--- src/rtl/la_rstseq_pkg.sv ---
// Shared types and helpers for the reset release sequencer.
//   state_e   : FSM state encoding (2-bit).
//   idx_width : width of the stage index for a given stage count (minimum 1).
package la_rstseq_pkg;

  typedef enum logic [1:0] {
    StHold = 2'b00,
    StWait = 2'b01,
    StAckw = 2'b10,
    StDone = 2'b11
  } state_e;

  function automatic int unsigned idx_width(input int unsigned n);
    return (n > 1) ? $clog2(n) : 1;
  endfunction

endpackage

--- src/rtl/la_rstseq_timer.sv ---
// Inter-release delay counter.
//   clk    : clock
//   nreset : asynchronous active-low reset (count returns to 0)
//   clr    : synchronous clear, wins over en
//   en     : count enable; wraps to 0 after reaching DELAY-1
//   tc     : terminal count flag, high while the count equals DELAY-1
module la_rstseq_timer #(
  parameter int unsigned CW    = 8,
  parameter int unsigned DELAY = 16
) (
  input  logic clk,
  input  logic nreset,
  input  logic clr,
  input  logic en,
  output logic tc
);

  logic [CW-1:0] cnt_q, cnt_d;

  assign tc = (cnt_q == CW'(DELAY - 1));

  always_comb begin
    cnt_d = cnt_q;
    if (clr) begin
      cnt_d = '0;
    end else if (en) begin
      cnt_d = tc ? '0 : cnt_q + CW'(1);
    end
  end

  always_ff @(posedge clk or negedge nreset) begin
    if (!nreset) begin
      cnt_q <= '0;
    end else begin
      cnt_q <= cnt_d;
    end
  end

endmodule

--- src/rtl/la_rstseq.sv ---
// Reset release sequencer: releases N active-low reset domains one at a time in
// index order, DELAY cycles apart, optionally waiting for a per-stage ack.
//   clk      : clock
//   nreset   : asynchronous active-low reset, already synchronized upstream
//   swrst    : synchronous software reset request (level, active high)
//   ack      : per-domain ready; only the bit of the current stage is looked at
//   nrst_out : active-low domain resets, bit k released k-th
//   done     : all domains released and all enabled acks seen
//   busy     : inverse of done
module la_rstseq
  import la_rstseq_pkg::*;
#(
  parameter int unsigned   N     = 4,
  parameter int unsigned   CW    = 8,
  parameter int unsigned   DELAY = 16,
  parameter logic [N-1:0]  ACKEN = '0
) (
  input  logic         clk,
  input  logic         nreset,
  input  logic         swrst,
  input  logic [N-1:0] ack,
  output logic [N-1:0] nrst_out,
  output logic         done,
  output logic         busy
);

  localparam int unsigned KW = idx_width(N);

  state_e         state_q, state_d;
  logic [KW-1:0]  k_q, k_d;
  logic [N-1:0]   nrst_q, nrst_d;
  logic           done_q, done_d;
  logic           tmr_clr, tmr_en, tc;

  logic [N-1:0]   k_onehot;
  logic           cur_acken, cur_ack, last;

  la_rstseq_timer #(
    .CW    (CW),
    .DELAY (DELAY)
  ) u_timer (
    .clk    (clk),
    .nreset (nreset),
    .clr    (tmr_clr),
    .en     (tmr_en),
    .tc     (tc)
  );

  // Decode the stage index by comparison so N=1 needs no zero-width select.
  always_comb begin
    k_onehot  = '0;
    cur_acken = 1'b0;
    cur_ack   = 1'b0;
    for (int i = 0; i < N; i++) begin
      if (k_q == KW'(i)) begin
        k_onehot[i] = 1'b1;
        cur_acken   = ACKEN[i];
        cur_ack     = ack[i];
      end
    end
  end

  assign last = (k_q == KW'(N - 1));

  always_comb begin
    state_d = state_q;
    k_d     = k_q;
    nrst_d  = nrst_q;
    done_d  = done_q;
    tmr_clr = 1'b0;
    tmr_en  = 1'b0;
    if (swrst) begin
      // Software reset overrides counting and ack waiting in every state.
      state_d = StHold;
      k_d     = '0;
      nrst_d  = '0;
      done_d  = 1'b0;
      tmr_clr = 1'b1;
    end else begin
      unique case (state_q)
        StHold: begin
          tmr_clr = 1'b1;
          state_d = StWait;
        end
        StWait: begin
          tmr_en = 1'b1;
          if (tc) begin
            nrst_d = nrst_q | k_onehot;
            if (cur_acken) begin
              state_d = StAckw;
            end else if (last) begin
              state_d = StDone;
              done_d  = 1'b1;
            end else begin
              k_d = k_q + KW'(1);
            end
          end
        end
        StAckw: begin
          // Timer already cleared on release, so WAIT restarts from 0.
          if (cur_ack) begin
            if (last) begin
              state_d = StDone;
              done_d  = 1'b1;
            end else begin
              state_d = StWait;
              k_d     = k_q + KW'(1);
            end
          end
        end
        StDone: begin
        end
      endcase
    end
  end

  always_ff @(posedge clk or negedge nreset) begin
    if (!nreset) begin
      state_q <= StWait;
      k_q     <= '0;
      nrst_q  <= '0;
      done_q  <= 1'b0;
    end else begin
      state_q <= state_d;
      k_q     <= k_d;
      nrst_q  <= nrst_d;
      done_q  <= done_d;
    end
  end

  assign nrst_out = nrst_q;
  assign done     = done_q;
  assign busy     = ~done_q;

endmodule

--- config.mk ---
export PLATFORM = sky130hd
export DESIGN_NAME = la_rstseq
export DESIGN_NICKNAME = d
export VERILOG_FILES = /design/src/rtl/la_rstseq_pkg.sv /design/src/rtl/la_rstseq_timer.sv /design/src/rtl/la_rstseq.sv
export SDC_FILE = /design/constraint.sdc
export NUM_CORES = 1
export LEC_CHECK = 0
export ABC_AREA = 0
export CORE_MARGIN = 1
export CORE_UTILIZATION = 40
export CTS_CLUSTER_DIAMETER = 60
export DETAILED_ROUTE_END_ITERATION = 12
export GPL_ROUTABILITY_DRIVEN = 0
export PLACE_DENSITY = 0.59
export SLEW_MARGIN = 40
export SYNTH_ARGS = -nofsm -noshare
export SYNTH_HDL_FRONTEND = slang
export SYNTH_HIERARCHICAL = 1
export SYNTH_SLANG_ARGS = --single-unit
--- constraint.sdc ---
create_clock -name clk -period 1.8 [get_ports clk]
set_input_delay 0.36 -clock clk [delete_from_list [all_inputs] [get_ports clk]]
set_output_delay 0.36 -clock clk [all_outputs]
set_load 0.03 [all_outputs]
Word level (Yosys, flattened, before mapping). Cells that the tools add are included.

Input bits: 7. Output and inout port bits: 6. Flip-flop bits (word level): 17. Latch bits: 0. Memories: 0. Logic and storage cells: 62. RAM bits: 0. Memory bits (read-only): 0.

Shifts and indexed selects: 0. $add $sub $neg: 2. Divide/modulo/power cells: 0. Bitwise gates (word level): 2. Multiply operators: 0. Multiplexer cells: 34. Equal/unequal tests: 9. Reduce and logical (&&, ||, !) cells: 10. $lt $le $gt $ge: 0.

Operators with widths (number): 8-bit two-way mux (3); 2-bit two-way mux (9); 1-bit two-way mux (16); 4-bit two-way mux (3); 8-bit by 1-bit adder with 8-bit output (second input constant) (1); 8-bit by 4-bit equality test with 1-bit output (second input constant) (1); 2-bit equality test (second input constant) (3); 3-bit != test (second input constant) (2); 2-bit one-hot mux with 3 select lines (1); 2-bit nonzero test (3); 2-bit by 1-bit equality test with 1-bit output (second input constant) (2); 2-bit zero test (2); 4-bit OR (1); 2-bit one-hot mux with 2 select lines (1); 4-bit AND reduction (1); 4-bit nonzero test (1); 3-bit by 2-bit != test with 1-bit output (second input constant) (1); 3-bit AND reduction (1); 3-bit nonzero test (1); 2-bit by 1-bit adder with 2-bit output (second input constant) (1); 1-bit one-hot mux with 2 select lines (1); 2-bit AND reduction (1); 1-bit inverter (1).

Logic depth before layout (Yosys ltp). Gate-level depths: netlist of run 1.

Word-level depth: 8. Gate-level depth with buffers: 7. Depth with buffers taken out: 7.

By module. Netlist of run 1, hierarchy kept.

Modules (own cells, without submodules): la_rstseq (cells an instance 60, instances 1, area an instance 576.8 sq um, sequential area each 226.5 sq um); la_rstseq_timer (cells an instance 44, instances 1, area an instance 419.2 sq um, sequential area each 200.2 sq um).

Worst setup path after synthesis of run 1. OpenSTA, ideal clock, no wires.

Path kind: reg-to-reg. From: register state_q[0]. To: register u_timer.cnt_q[7]. Arrival time: 1.874 ns. Buffers on the path: 1. Slack: -0.151 ns. Setup time: 0.077 ns. Stages on the path, launching flop included: 7. Required time: 1.723 ns. Period minus slack after synthesis: 1.951 ns. Path through: dfstp_2 ha_1 buf_2 nor2b_1 o211ai_2 or4_1 a21oi_1.

Longest elaborated chain between the ends: 4. Elaborated cells on any way between the ends: 8. Classes of those cells: 1 x eq/ne; 5 x mux; 2 x reduce/logical.

Ends and longest elaborated chain: start: declaration (line la_rstseq.sv:29) `state_e state_q, state_d;`; start signal: assignment (line la_rstseq.sv:119) `state_q <= StWait;`; start signal: assignment (line la_rstseq.sv:124) `state_q <= state_d;`; 2-bit by 1-bit equality test with 1-bit output (line la_rstseq.sv:80) `unique case (state_q)`; 1-bit two-way mux (line la_rstseq.sv:80); 1-bit two-way mux (line la_rstseq.sv:72) `if (swrst) begin`; via tmr_en (line la_rstseq.sv:33) `logic tmr_clr, tmr_en, tc;`; 2-bit nonzero test (no line); end signal: assignment (line la_rstseq_timer.sv:35) `cnt_q <= cnt_d;`; end: declaration (line la_rstseq_timer.sv:18) `logic [CW-1:0] cnt_q, cnt_d;`.

The timed path passes the listed nets, and every way through them passes these cells. A chain may end at the register's enable or synchronous reset.

Final worst setup path of run 1.
From: register u_timer.cnt_q[5]. To: register k_q[1].

Longest elaborated chain between the ends: 3.

Ends and longest elaborated chain: 8-bit by 4-bit equality test with 1-bit output (line la_rstseq_timer.sv:20) `assign tc = (cnt_q == CW'(DELAY - 1));`; via tc (line la_rstseq.sv:33); 3-bit by 2-bit != test with 1-bit output (no line); 3-bit AND reduction (no line); end signal: assignment (line la_rstseq.sv:125) `k_q <= k_d;`; end: declaration (line la_rstseq.sv:30) `logic [KW-1:0] k_q, k_d;`.

The timed path passes the listed nets, and every way through them passes these cells.

==> impl_metrics.csv, run 1 <==
group,metric,value,unit
outcome,status,"finished clean",
timing,drv_slew,0,
pwr,power,734,uW
floorplanning,start_util,0.438,
global_routing,grt_pass1_vias,872,
timing,setup_ws,0.0552,ns
finish,final_common_cell,"buf_4",
finish,multi_input_area,556,um^2
pwr,pwr-share-comb,0.185,
timing,clock_skew,0.00418,ns
clocking,tritoncts,"built",
timing,worst_pin_slew,0.354,ns
synth,synth_top_family_by_area,"simple AND/OR/NAND/NOR gates",
finish,fill_cells,211,
global_routing,grt_max_degree,12,
synth,yosys.area_share.simple,0.201,
floorplanning,die-height,51.9,um
worst_setup_path,cp.arrival,1.93,ns
timing,timing.fmax,573,MHz
placed_design,dp_hpwl,1.65,mm
pwr,p_int,540,uW
drt,routedWlPerCell,13.1,um
drt,dr.first_iter.drc_count,19,
finish,most-common-layout-cells,"buf_4, dfrtp_1, clkdlybuf4s50_1",
global_routing,overflow,0,
clocking,numClockSinks,17,
synth,synth_nets,119,
job,maxCapViolCount,0,
drt,wl,2.13,mm
synth,netlist_area,996,um^2
clocking,clk_path_buf_depth,2,
finish,register_area,427,um^2
clocking,h-tree-depth,1,
drt,remaining_drc_errors,0,
worst_setup_path,worst_ep_required_time,1.98,ns
finish,n_antenna_cell,0,
worst_setup_path,slowest_stage,"or4_4",
synth,ys_warn_count,6,
clocking,insertion_delay,0.28,ns
floorplanning,die_x,51.9,um
drt,final_antenna_net_count,0,
worst_setup_path,critPathKind,"reg -> reg",
pwr,pwr-share-clk,0.276,
timing,max-slew-margin-rel,0.763,
min_path,hold_path.class,"in -> async",
worst_setup_path,endpoint_kind,"flip-flop",
finish,drive_gt1_frac,0.239,
worst_setup_path,crit_chain,"or4_4 > nor2_4 > mux2i_2 > nor2_2 > o2111ai_1 > o311ai_1",
synth,ys_ff_latch,17,
synth,syn_inst,104,
timing,period_minus_slack,1.74,ns
worst_setup_path,startpoint,"u_timer/cnt_q[5]",
global_routing,antenna_found_initial,0,
worst_setup_path,rr_endpoint,"k_q[1]",
drt,post_drt_via_cell_ratio,5.31,
global_routing,groute.usage.overall,0.185,
placed_design,port_buffers,12,
worst_setup_path,cp_max_fo,4,
worst_setup_path,r2r_slack,0.06,ns
synth,synthXorXnorAreaFrac,0.0176,
synth,yosysSeqAreaShare,0.428,
drt,vias,860,
floorplanning,core,2280,um^2
pwr,switchingPower,194,uW
pwr,powerDensity,556,nW/um^2
synth,synthMuxAreaShare,0.0302,
synth,yosysUniqueCellTypes,30,
pwr,max-vdd-ir-drop,0.000328,V
global_routing,grt_pass1_wl,3.68,mm
timing,hold_viol,0,
clocking,cts_root_buf,"clkbuf_4",
pwr,power.share.sequential,0.539,
synth,synth_compound_gate_area_share,0.177,
worst_setup_path,critPathMaxStageDelay,0.57,ns
worst_setup_path,startpoint_type,"flip-flop",
pwr,netSwitchingFraction,0.265,
worst_setup_path,reg2reg_from,"u_timer/cnt_q[5]",
placed_design,pre_cts_ws,-0.126,ns
floorplanning,die_area,2690,um^2
synth,synthArstFlopShare,1.00,
finish,syn_to_final_growth,32.7,%
worst_setup_path,critPathCapture,"k_q[1]",
worst_setup_path,worstRegToRegCells,6,
synth,synth_fa_ha_area_frac,0.101,
pwr,p_leak,0.000574,uW
clocking,clkSlewWorstSetupHoldPaths,0.10,ns
synth,ys.flop_type,"dfrtp_1",
clocking,cts_made_buffers,3,
synth,synth_edf_count,0,
floorplanning,rows,17,
synth,synth.avg_cell_area,9.58,um^2
finish,nets,150,
floorplanning,boundaryPins,13,
timing,tns,0,ns
drt,drt_pass1_iterations,4,
timing,setup_viol,0,
timing,fin_crit_sh,0.969,
-- per-layer routing --
metal / track usage / vias to the layer above / wire length [um]
met5: 0 / - / 0
met4: 0.0676 / 0 / 14
met3: 0.0263 / 2 / 52
met2: 0.299 / 13 / 1040
met1: 0.248 / 412 / 1020
li1: - / 433 / -
-- synthesized netlist by cell type (all sizes together) (3+ instances only) --
| cell | count | share of area |
|---|---|---|
| dfrtp | 16 | 0.40 |
| nor2 | 10 | 0.038 |
| a21oi | 9 | 0.045 |
| ha | 8 | 0.10 |
| inv | 8 | 0.030 |
| nand2 | 7 | 0.026 |
| nand3 | 6 | 0.030 |
| o21ai | 4 | 0.020 |
| a31oi | 3 | 0.019 |
| buf | 3 | 0.015 |
| mux2i | 3 | 0.030 |
| nor2b | 3 | 0.019 |
| or3 | 3 | 0.019 |
-- worst min path at each step --
stage                      from               end
global route             nreset            k_q[0]
global placement    nrst_out[1]       nrst_out[1]
finish                   nreset  u_timer/cnt_q[1]
CTS                      nreset  u_timer/cnt_q[1]
floorplan                nreset              done
detailed placement  nrst_out[1]       nrst_out[1]
-- state kept, by name (all words and copies together), names as in the netlist --
signal	count
done	1
u_timer/cnt_q	8
state_q	2
nrst_out	4
k_q	2
-- worst max-delay path, delay by kind of cell (launching register included) --
kind | cells | cell delay [ns]
AND/OR/NAND/NOR | 3 | 0.91
AO/OA/AOI/OAI | 2 | 0.23
flip-flops | 1 | 0.40
multiplexers | 1 | 0.10
-- cells by family after synthesis --
logic type / Yosys count
AOI/OAI and AO/OA: 26
xor gates and xnor gates: 2
adders and majority gates: 8
buffers and inverters: 11
DFF: 17
muxes: 3
and+or+nand+nor: 37
-- power by group through the flow --
stage / sequential, uW / combinational [uW] / clock (uW)
finish: 396 / 136 / 202
global route: 397 / 151 / 227
CTS: 396 / 132 / 213
detailed placement: 403 / 132 / 0
global placement: 403 / 131 / 0
floorplan: 402 / 76.5 / 0
-- repair_timing --
item | 4_1_cts | 5_1_grt
pin swaps | 1 | 5
setup buffers | 1 | 1
hold buffers | 0 | 0
endpoints found under the setup margin | 3 | 7
gates resized for setup | 2 | 5
-- per-stage QoR --
| stage | cell area, um^2 | std cells | util | hold slack, ns |
|---|---|---|---|---|
| 3_5_place_dp | 1260 | 156 | 0.553 | 0.486 |
| 4_1_cts | 1290 | 161 | 0.569 | 0.342 |
| 2_1_floorplan | 1010 | 104 | - | 0.0644 |
| 3_3_place_gp | 1260 | 156 | 0.553 | 0.492 |
| 5_1_grt | 1320 | 162 | 0.581 | 0.361 |
| 6_report | 1320 | 162 | 0.581 | 0.336 |
-- area by class of cell --
cell class	instances	area share
clock buffers	3	0.0170
clock inverters	1	0.00379
inverters	8	0.0227
multi-input cells	76	0.420
flip-flops and latches	17	0.323
well taps	28	0.0265
repair buffers	29	0.187
Note: power is estimated with default switching activity, not from simulation.
==> run 2, diff against run 1 <==
--- a/config.mk
+++ b/config.mk
@@ -9,6 +9,7 @@
 export CORE_MARGIN = 1
 export CORE_UTILIZATION = 40
 export CTS_CLUSTER_DIAMETER = 60
+export CTS_CLUSTER_SIZE = 14
 export DETAILED_ROUTE_END_ITERATION = 12
 export GPL_ROUTABILITY_DRIVEN = 0
 export PLACE_DENSITY = 0.59
==> results of run 2 <==
Same layout as run 1: the final DEF is identical, and so are final timing and power.
